[src/rtl/hazard_pkg.sv]
// Shared types for the hazard controller: pipeline tracking entry, register address
// type and forward-select width helper.
package hazard_pkg;

   typedef logic [4:0] reg_addr_t;

   typedef struct packed {
      logic      valid;
      reg_addr_t rd;
      logic      we;
      logic      is_load;
   } track_entry_t;

   function automatic int unsigned fwd_sel_w(input int unsigned num_fwd);
      return $clog2(num_fwd + 1);
   endfunction

endpackage

[src/rtl/fwd_match.sv]
// Youngest-match priority encoder for one source operand against the tracked stages.
// Entry k sits at bit k-1 of each flattened input.
module fwd_match
   import hazard_pkg::*;
#(
   parameter int unsigned NUM_FWD = 3,
   parameter int unsigned SEL_W   = fwd_sel_w(NUM_FWD)
) (
   input  logic [NUM_FWD-1:0]   i_valid,
   input  logic [NUM_FWD-1:0]   i_we,
   input  logic [NUM_FWD-1:0]   i_is_load,
   input  logic [5*NUM_FWD-1:0] i_rd,
   input  logic [4:0]           i_rs,
   input  logic                 i_rs_used,
   output logic [SEL_W-1:0]     o_sel,
   output logic                 o_is_load
);

   always_comb begin
      o_sel     = '0;
      o_is_load = 1'b0;
      // Walk oldest to youngest so the youngest match is written last and wins.
      for (int k = NUM_FWD; k >= 1; k--) begin
         if (i_valid[k-1] && i_we[k-1] && (i_rd[5*(k-1) +: 5] == i_rs) &&
             (i_rs != 5'd0) && i_rs_used) begin
            o_sel     = SEL_W'(k);
            o_is_load = i_is_load[k-1];
         end
      end
   end

endmodule

[src/rtl/hazard_ctrl.sv]
// Pipeline hazard controller: operand forwarding select, load-use stall, taken-branch
// flush and saturating stall/flush performance counters.
module hazard_ctrl
   import hazard_pkg::*;
#(
   parameter int unsigned  NUM_FWD    = 3,
   parameter int unsigned  LOAD_LAT   = 1,
   parameter int unsigned  BR_PENALTY = 2,
   parameter int unsigned  CNT_W      = 16,
   localparam int unsigned SEL_W      = fwd_sel_w(NUM_FWD)
) (
   input  logic               i_clk,
   input  logic               i_rst_n,
   input  logic               i_id_valid,
   input  logic [4:0]         i_id_rs1,
   input  logic [4:0]         i_id_rs2,
   input  logic               i_id_rs1_used,
   input  logic               i_id_rs2_used,
   input  logic [4:0]         i_id_rd,
   input  logic               i_id_rd_we,
   input  logic               i_id_is_load,
   input  logic               i_ex_branch_taken,
   output logic [SEL_W-1:0]   o_fwd_sel_rs1,
   output logic [SEL_W-1:0]   o_fwd_sel_rs2,
   output logic               o_stall,
   output logic               o_flush,
   output logic [NUM_FWD-1:0] o_stage_valid,
   output logic [CNT_W-1:0]   o_stall_cycles,
   output logic [CNT_W-1:0]   o_flush_cycles
);

   track_entry_t [NUM_FWD-1:0] r_track;
   logic [1:0]                 r_flush_cnt;
   logic [CNT_W-1:0]           r_stall_cycles;
   logic [CNT_W-1:0]           r_flush_cycles;

   logic [NUM_FWD-1:0]   w_valid;
   logic [NUM_FWD-1:0]   w_we;
   logic [NUM_FWD-1:0]   w_is_load;
   logic [5*NUM_FWD-1:0] w_rd;
   logic [SEL_W-1:0]     w_sel_rs1;
   logic [SEL_W-1:0]     w_sel_rs2;
   logic                 w_rs1_load;
   logic                 w_rs2_load;
   logic                 w_load_use;
   logic                 w_flush;
   logic                 w_stall;
   track_entry_t         w_id_entry;

   for (genvar k = 0; k < NUM_FWD; k++) begin : g_unpack
      assign w_valid[k]      = r_track[k].valid;
      assign w_we[k]         = r_track[k].we;
      assign w_is_load[k]    = r_track[k].is_load;
      assign w_rd[5*k +: 5]  = r_track[k].rd;
   end

   fwd_match #(.NUM_FWD(NUM_FWD), .SEL_W(SEL_W)) u_match_rs1 (
      .i_valid   (w_valid),
      .i_we      (w_we),
      .i_is_load (w_is_load),
      .i_rd      (w_rd),
      .i_rs      (i_id_rs1),
      .i_rs_used (i_id_rs1_used),
      .o_sel     (w_sel_rs1),
      .o_is_load (w_rs1_load)
   );

   fwd_match #(.NUM_FWD(NUM_FWD), .SEL_W(SEL_W)) u_match_rs2 (
      .i_valid   (w_valid),
      .i_we      (w_we),
      .i_is_load (w_is_load),
      .i_rd      (w_rd),
      .i_rs      (i_id_rs2),
      .i_rs_used (i_id_rs2_used),
      .o_sel     (w_sel_rs2),
      .o_is_load (w_rs2_load)
   );

   // A load flag from the encoder implies a nonzero select, so only the age needs testing.
   assign w_load_use = i_id_valid &&
                       ((w_rs1_load && (w_sel_rs1 <= SEL_W'(LOAD_LAT))) ||
                        (w_rs2_load && (w_sel_rs2 <= SEL_W'(LOAD_LAT))));

   // Reset gating keeps a branch pulse seen during reset from raising flush.
   assign w_flush = i_rst_n && (i_ex_branch_taken || (r_flush_cnt != 2'd0));
   assign w_stall = w_load_use && !w_flush;

   always_comb begin
      w_id_entry         = '0;
      w_id_entry.valid   = i_id_valid && !w_stall && !w_flush;
      w_id_entry.rd      = i_id_rd;
      w_id_entry.we      = i_id_rd_we;
      w_id_entry.is_load = i_id_is_load;
   end

   always_ff @(posedge i_clk or negedge i_rst_n) begin
      if (!i_rst_n) begin
         r_track        <= '0;
         r_flush_cnt    <= 2'd0;
         r_stall_cycles <= '0;
         r_flush_cycles <= '0;
      end else begin
         r_track[0] <= w_id_entry;
         for (int k = 1; k < NUM_FWD; k++) begin
            r_track[k] <= r_track[k-1];
         end
         // Branches arriving while the counter runs are dropped.
         if (r_flush_cnt != 2'd0) begin
            r_flush_cnt <= r_flush_cnt - 2'd1;
         end else if (i_ex_branch_taken) begin
            r_flush_cnt <= 2'(BR_PENALTY - 1);
         end
         if (w_stall && (r_stall_cycles != '1)) begin
            r_stall_cycles <= r_stall_cycles + CNT_W'(1);
         end
         if (w_flush && (r_flush_cycles != '1)) begin
            r_flush_cycles <= r_flush_cycles + CNT_W'(1);
         end
      end
   end

   assign o_fwd_sel_rs1  = w_sel_rs1;
   assign o_fwd_sel_rs2  = w_sel_rs2;
   assign o_stall        = w_stall;
   assign o_flush        = w_flush;
   assign o_stage_valid  = w_valid;
   assign o_stall_cycles = r_stall_cycles;
   assign o_flush_cycles = r_flush_cycles;

endmodule

[config.mk]
export PLATFORM = sky130hd
export DESIGN_NAME = hazard_ctrl
export DESIGN_NICKNAME = d
export VERILOG_FILES = /design/src/rtl/hazard_pkg.sv /design/src/rtl/fwd_match.sv /design/src/rtl/hazard_ctrl.sv
export SDC_FILE = /design/constraint.sdc
export NUM_CORES = 1
export LEC_CHECK = 0
export ABC_CLOCK_PERIOD_IN_PS = 3500
export CAP_MARGIN = 20
export CORE_AREA = 3 3 88 90
export CTS_CLUSTER_SIZE = 8
export DETAILED_ROUTE_END_ITERATION = 10
export DIE_AREA = 0 0 91 93
export GPL_TIMING_DRIVEN = 0
export HOLD_SLACK_MARGIN = 0.05
export SLEW_MARGIN = 20
export SYNTH_ARGS = -nofsm -noshare
export SYNTH_HDL_FRONTEND = slang
export SYNTH_HIERARCHICAL = 1
export SYNTH_SLANG_ARGS = --single-unit
[constraint.sdc]
create_clock -name i_clk -period 3.5 [get_ports i_clk]
set_input_delay 0.7 -clock i_clk [delete_from_list [all_inputs] [get_ports i_clk]]
set_output_delay 0.7 -clock i_clk [all_outputs]
set_load 0.01 [all_outputs]
; Word level (Yosys, flattened, before mapping)
; Cells that the tools add are included.
[totals]
register_bits = 58
in_bits = 23
out_inout_bits = 41
elab_cells = 80
[classes]
n_addsub = 3
order_cmp = 2
n_eq_ne = 8
muxes = 14
reduce_logical = 38
[ops]
columns = operator, count
row1 = adder 16 x 1 -> 16 bit (second input constant), 2
row2 = != test 16 bit (second input constant), 2
row3 = equality test 5 bit, 6
row4 = logical AND 1 bit, 30
row5 = 2-to-1 mux 2 bit, 8
row6 = nonzero test 5 bit, 2
row7 = 2-to-1 mux 1 bit, 6
row8 = <= comparator 2 x 1 -> 1 bit (second input constant), 2
row9 = nonzero test 2 bit, 2
row10 = logical NOT 1 bit, 2
row11 = logical OR 1 bit, 2
row12 = subtractor 2 x 1 -> 2 bit (second input constant), 1

; Longest topological paths before layout
[logic_depth]
ltp_word = 15
ltp_mapped = 10
mapped_depth_nobuf = 10

; Cells and area by module
; The synthesis kept the hierarchy.
[by_module_without_submodules]
columns = mod, n_inst, cells_per_inst, area_each_um2, seq_area_each_um2
row1 = hazard_ctrl, 1, 167, 2194.6, 1451.4
row2 = fwd_match, 2, 35, 281.5, 0.0

; Worst setup path after synthesis
; OpenSTA, ideal clock, no wires.
[synth_timing]
path_kind = in2reg
start = in i_id_rs2[1]
end = reg r_stall_cycles[14], in the netlist o_stall_cycles[14]
setup_time_ns = 0.079
arrival_ns = 3.029
setup_slack_ns = 0.392
cell_stages = 10
path_buffers = 0
path_cell_list = or4_4 -> o21ai_4 -> nand3b_1 -> inv_1 -> o21a_1 -> and2b_2 -> o211ai_2 -> or4_4 -> nor3_2 -> xor2_1
[synth_between]
elab_chain_len = 13
elab_cells_between_ends = 25
cone_classes = 1 x order compare / 3 x eq/ne / 6 x mux / 15 x reduce/logical
[synth_lines]
columns = element, line_no
row1 = start: declaration, hazard_ctrl.sv:16  ; input logic [4:0] i_id_rs2,
row2 = equality test 5 bit, fwd_match.sv:24  ; if (i_valid[k-1] && i_we[k-1] && (i_rd[5*(k-1) +: 5] == i_rs) &&
row3 = logical AND 1 bit (2 in series), fwd_match.sv:24
row4 = logical AND 1 bit, fwd_match.sv:25  ; (i_rs != 5'd0) && i_rs_used) begin
row5 = 2-to-1 mux 2 bit (2 in series), fwd_match.sv:24
row6 = 2-to-1 mux 2 bit (*), fwd_match.sv:24
row7 = net o_fwd_sel_rs2[1], hazard_ctrl.sv:24  ; output logic [SEL_W-1:0] o_fwd_sel_rs2,
row8 = <= comparator 2 x 1 -> 1 bit (*), hazard_ctrl.sv:82  ; (w_rs2_load && (w_sel_rs2 <= SEL_W'(LOAD_LAT))));
row9 = logical AND 1 bit (*), hazard_ctrl.sv:82
row10 = logical OR 1 bit (*), hazard_ctrl.sv:81  ; ((w_rs1_load && (w_sel_rs1 <= SEL_W'(LOAD_LAT))) ||
row11 = logical AND 1 bit (*), hazard_ctrl.sv:80  ; assign w_load_use = i_id_valid &&
row12 = logical AND 1 bit (*), hazard_ctrl.sv:86  ; assign w_stall = w_load_use && !w_flush;
row13 = logical AND 1 bit (*), hazard_ctrl.sv:113  ; if (w_stall && (r_stall_cycles != '1)) begin
row14 = end signal: assignment, hazard_ctrl.sv:114  ; r_stall_cycles <= r_stall_cycles + CNT_W'(1);
row15 = end: declaration, hazard_ctrl.sv:34  ; logic [CNT_W-1:0] r_stall_cycles;
; The timed path passes the listed nets; every way through them passes the cells marked *.
; A chain may end at the register's enable or synchronous reset.

; Worst setup path after layout
[layout_timing]
start = in i_id_rs1[2]
end = out o_stall
[layout_between]
elab_cells_between_ends = 24
cone_classes = 1 x order compare / 3 x eq/ne / 6 x mux / 14 x reduce/logical
[layout_rtl]
columns = element, line_no
row1 = start: declaration, hazard_ctrl.sv:15  ; input logic [4:0] i_id_rs1,
row2 = equality test 5 bit, fwd_match.sv:24
row3 = logical AND 1 bit (2 in series), fwd_match.sv:24
row4 = logical AND 1 bit, fwd_match.sv:25
row5 = 2-to-1 mux 1 bit (2 in series), fwd_match.sv:24
row6 = 2-to-1 mux 1 bit (*), fwd_match.sv:24
row7 = net w_rs1_load, hazard_ctrl.sv:43  ; logic w_rs1_load;
row8 = logical AND 1 bit (*), hazard_ctrl.sv:81
row9 = logical OR 1 bit (*), hazard_ctrl.sv:81
row10 = logical AND 1 bit (*), hazard_ctrl.sv:80
row11 = logical AND 1 bit (*), hazard_ctrl.sv:86
row12 = end: declaration, hazard_ctrl.sv:25  ; output logic o_stall,
; Marks and branches as above.

==> reports/summary.md <==
The sequential share of the synthesized area is 0.5263. The congestion estimate from routability-driven global placement came to 0.8393. The clock slew seen by the registers of the worst setup and hold paths was 60 ps; the count of buffers from port buffering was 63. The mapped netlist covers 0.002758 mm2. TritonCTS built the clock tree. The worst slew margin relative to its limit was 0.5666; the average footprint of a synthesized cell was 11.64 um2. In this run the most used layer during global routing was met2.

Detailed placement ended at an HPWL of 4379 um. The shortest clock period the worst path allows after layout is 3420 ps. The detailed router finished its first iteration with 56 violations.

The later pin in the worst-skew pair is clocked with a latency of 330 ps. In this run the worst hold path is classified as primary input to asynchronous set/reset pin. The number of enable-type register cells in the synthesized netlist is 0. Excluding fillers, the count of instances in the completed layout stands at 422. The maximum root-to-sink buffer count is 2. The worst setup path category was primary input to output port. Counting both buffers and inverters, the worst setup path holds a total of 3.

The setup-violating endpoint count in the final report was 0; the setup slack at placement was -744.3 ps. The effective utilization at floorplan came out at 0.3864. Data on the critical path arrives at its endpoint at 2720 ps.

The global-route track usage on met3 is 0.05068, and the fraction of final layout cells with drive strength greater than 1 is 0.1858. For the number of hold-repair buffers added at the cts stage, the log shows 0. IR analysis of the VDD net gives a maximum drop of 330.8 uV. The vertical extent of the die was 93 um. The synthesized netlist contains 32 unique library cells.

Remaining global-route overflow: 0. The slew at the pin closest to its max-slew limit came out at 644.2 ps. The tools report the total number of nets in the final design as 343.

The routed wire length per instance was 14.58 um; the total die area was 0.008463 mm2. The total length of routed wires is 6154 um. For this design, the slowest cell found on the critical path is or4_4. Max-slew violation total from the final report: 0. The worst setup path is captured at an output port. The post-route fraction of the period consumed by the critical path was 0.9772. The initial antenna violation count came out at 0. The async set or reset register ratio after synthesis is 1.000, and the number of vias after detailed routing is 2049. After detailed routing, the number of vias per cell comes to 4.855.

From left edge to right edge, the die measures 91 um. The setup slack of the critical path after layout is 79.67 ps. The share of Yosys cell area claimed by the top area cell type came out at 0.5263. The critical path goes through buf_2 -> xor2_1 -> or4_4 -> nor3_4 -> nor3_2 -> o22a_1 -> and2b_2 -> o211ai_4 -> inv_1 -> clkdlybuf4s15_2. For the total number of yosys warnings, the log shows 6.

In this run the static leakage power is 1.641 nW. Along the worst path, the maximum fanout reaches 4. Ranked by total cell area, the synthesized netlist is headed by dfrtp_1, xnor2_1, xor2_1, nand4_1, nand3_1.

Top cell type by total area after synthesis: dfrtp_1. For this design the ratio of total power to cell area is 456.2 mW/mm2. The region available for standard cell placement spans 0.007137 mm2. The first-pass GRT wire length is 10130 um, and the cell count after synthesis is 237. The number of antenna diodes in the final layout is 0. The area growth from synthesis to layout is 38.43%.

The number of hold-slack violations in the final timing report is 0, and the final worst hold slack is 183.0 ps. The flop and latch count out of synthesis was 58. The flow ran to the end, and the final reports show no timing, DRC or antenna violations. The clock tree synthesis step divided the H-tree into 3 levels.

Before antenna repair, the detailed router went through 4 iterations. CTS placed an instance of clkbuf_8 at the clock tree root. The run gives 0.2219 as the routing usage on met2. The tools report the worst clock skew as 9.462 ps. The number of remaining DRC errors is 0, and the number of buffers created by CTS is 9. Max-cap violations in this run came to 0.

The met1 global-route usage is 0.1977. Setup repair after global routing left no endpoint under its margin. STA puts the critical path data required time at 2800 ps. The tools report the startpoint class of the critical path as a primary input. Synthesis produced a netlist with a net count of 262.

The initialized floorplan defines 31 standard-cell rows. The cell class contributing the biggest share of worst-path delay was simple AND/OR/NAND/NOR gates. The detail route stage leaves a number of antenna-violating nets equal to 0. The run gives 0.1530 as the global-route total usage across every layer. The logs give 64 for the number of placed I/O pins and 58 for the sink count of the clock tree.

For this run, the leading register cell type out of synthesis is dfrtp_1. The total placed cells including tap cells is 400. The delay contributed by the slowest stage of the critical path works out to 550 ps. The logs give 2136 for the number of global-route vias before repair and 0.2924 GHz for the timing-limited maximum frequency. The largest net degree at the start of global routing is 55. The share of the core filled with cells in the final layout is 0.5349.
==> cell usage after synthesis (2+ instances only) <==
cell / n
o41ai_2: 2
nand4_1: 15
and2b_2: 2
xnor2_1: 36
o21ai_4: 2
nand3_1: 17
o21ai_0: 2
nand3b_1: 2
nor4_1: 3
xor2_1: 23
nor3_1: 5
dfrtp_1: 58
o22a_1: 2
nor3_2: 3
buf_4: 3
and4_1: 2
nor2_1: 13
o21a_1: 3
and3_1: 5
mux2_2: 2
or3_2: 2
ha_1: 2
or4_4: 5
nand2_1: 15
inv_1: 6
==> kinds of logic after synthesis <==
family                     share of synthesized area
buffers and inverters                        0.01769
DFF                                           0.5263
AOI/OAI and AO/OA                            0.05807
muxes                                       0.008166
xor gates and xnor gates                      0.1874
and+or+nand+nor                               0.1933
adders and majority gates                   0.009073
==> cell usage in the layout (no fill, tap or decap), types with 3 or more instances in the layout <==
cell type         n
nor4_1            3
o21a_1            3
dfrtp_1          58
nor2_1           13
clkdlybuf4s50_1  50
or4_4             5
nand2_1          15
buf_4            10
nand4_1          15
xnor2_1          36
nor3_1            3
and3_1            5
clkbuf_8         10
clkdlybuf4s15_2   3
nor3_2            3
nand3_1          17
buf_2             8
xor2_1           23
inv_1             6
==> final cells by class <==
type                            instances  area (um2)
Multi-Input combinational cell        169        1308
Timing Repair Buffer                   70       666.9
Sequential cell                        58        1451
Clock buffer                           11       141.4
Buffer                                  4       26.28
Tap cell                               99       123.9
Clock inverter                          5       77.57
Inverter                                6       22.52
Fill cell                             662        3319
==> power by group <==
part / leakage (nW) / internal (mW) / total [mW] / switching, mW
Clock: 0.109 / 0.418 / 0.670 / 0.252
Combinational: 0.787 / 0.154 / 0.271 / 0.117
Sequential: 0.744 / 0.723 / 0.801 / 0.0771
==> what timing repair did <==
action,4_1_cts,5_1_grt
endpoints found under the setup margin,12,7
pin swaps,7,8
gates cloned,0,0
buffers inserted,5,1
hold endpoints to repair,0,0
resized for setup,43,9
==> flip-flops by register name, summed over array words and instances (netlist names) <==
name	cells
o_stage_valid	3
r_flush_cnt	2
o_stall_cycles	16
o_flush_cycles	16
r_track	21
==> routing by layer <==
layer / share of wire / up-vias
met5: 0 / -
met4: 0.015 / 0
met3: 0.059 / 8
met2: 0.45 / 52
met1: 0.48 / 997
li1: - / 992
==> per-stage QoR <==
stage	area, um2	power (mW)	setup TNS [ps]
finish	3817	1.742	0
floorplan	2758	0.9156	0
detailed placement	3537	1.081	-4809
global route	3817	1.834	0
CTS	3822	1.771	0
global placement	3512	1.075	-44710
==> path summary, 6_finish.rpt <==
check                                  from                 end  slack, ps  cells after the start
worst max-delay path            i_id_rs1[2]             o_stall         80                     10
worst min-delay path                i_rst_n          r_track[5]        180                      1
worst max register to register  r_track[12]  o_stall_cycles[14]        350                     11
worst min register to register   r_track[9]         r_track[17]        400                      0
max in group asynchronous           i_rst_n         r_track[17]       2850                      2
min in group i_clk               r_track[9]         r_track[17]        400                      0
Power figures use the tool's default switching activity.
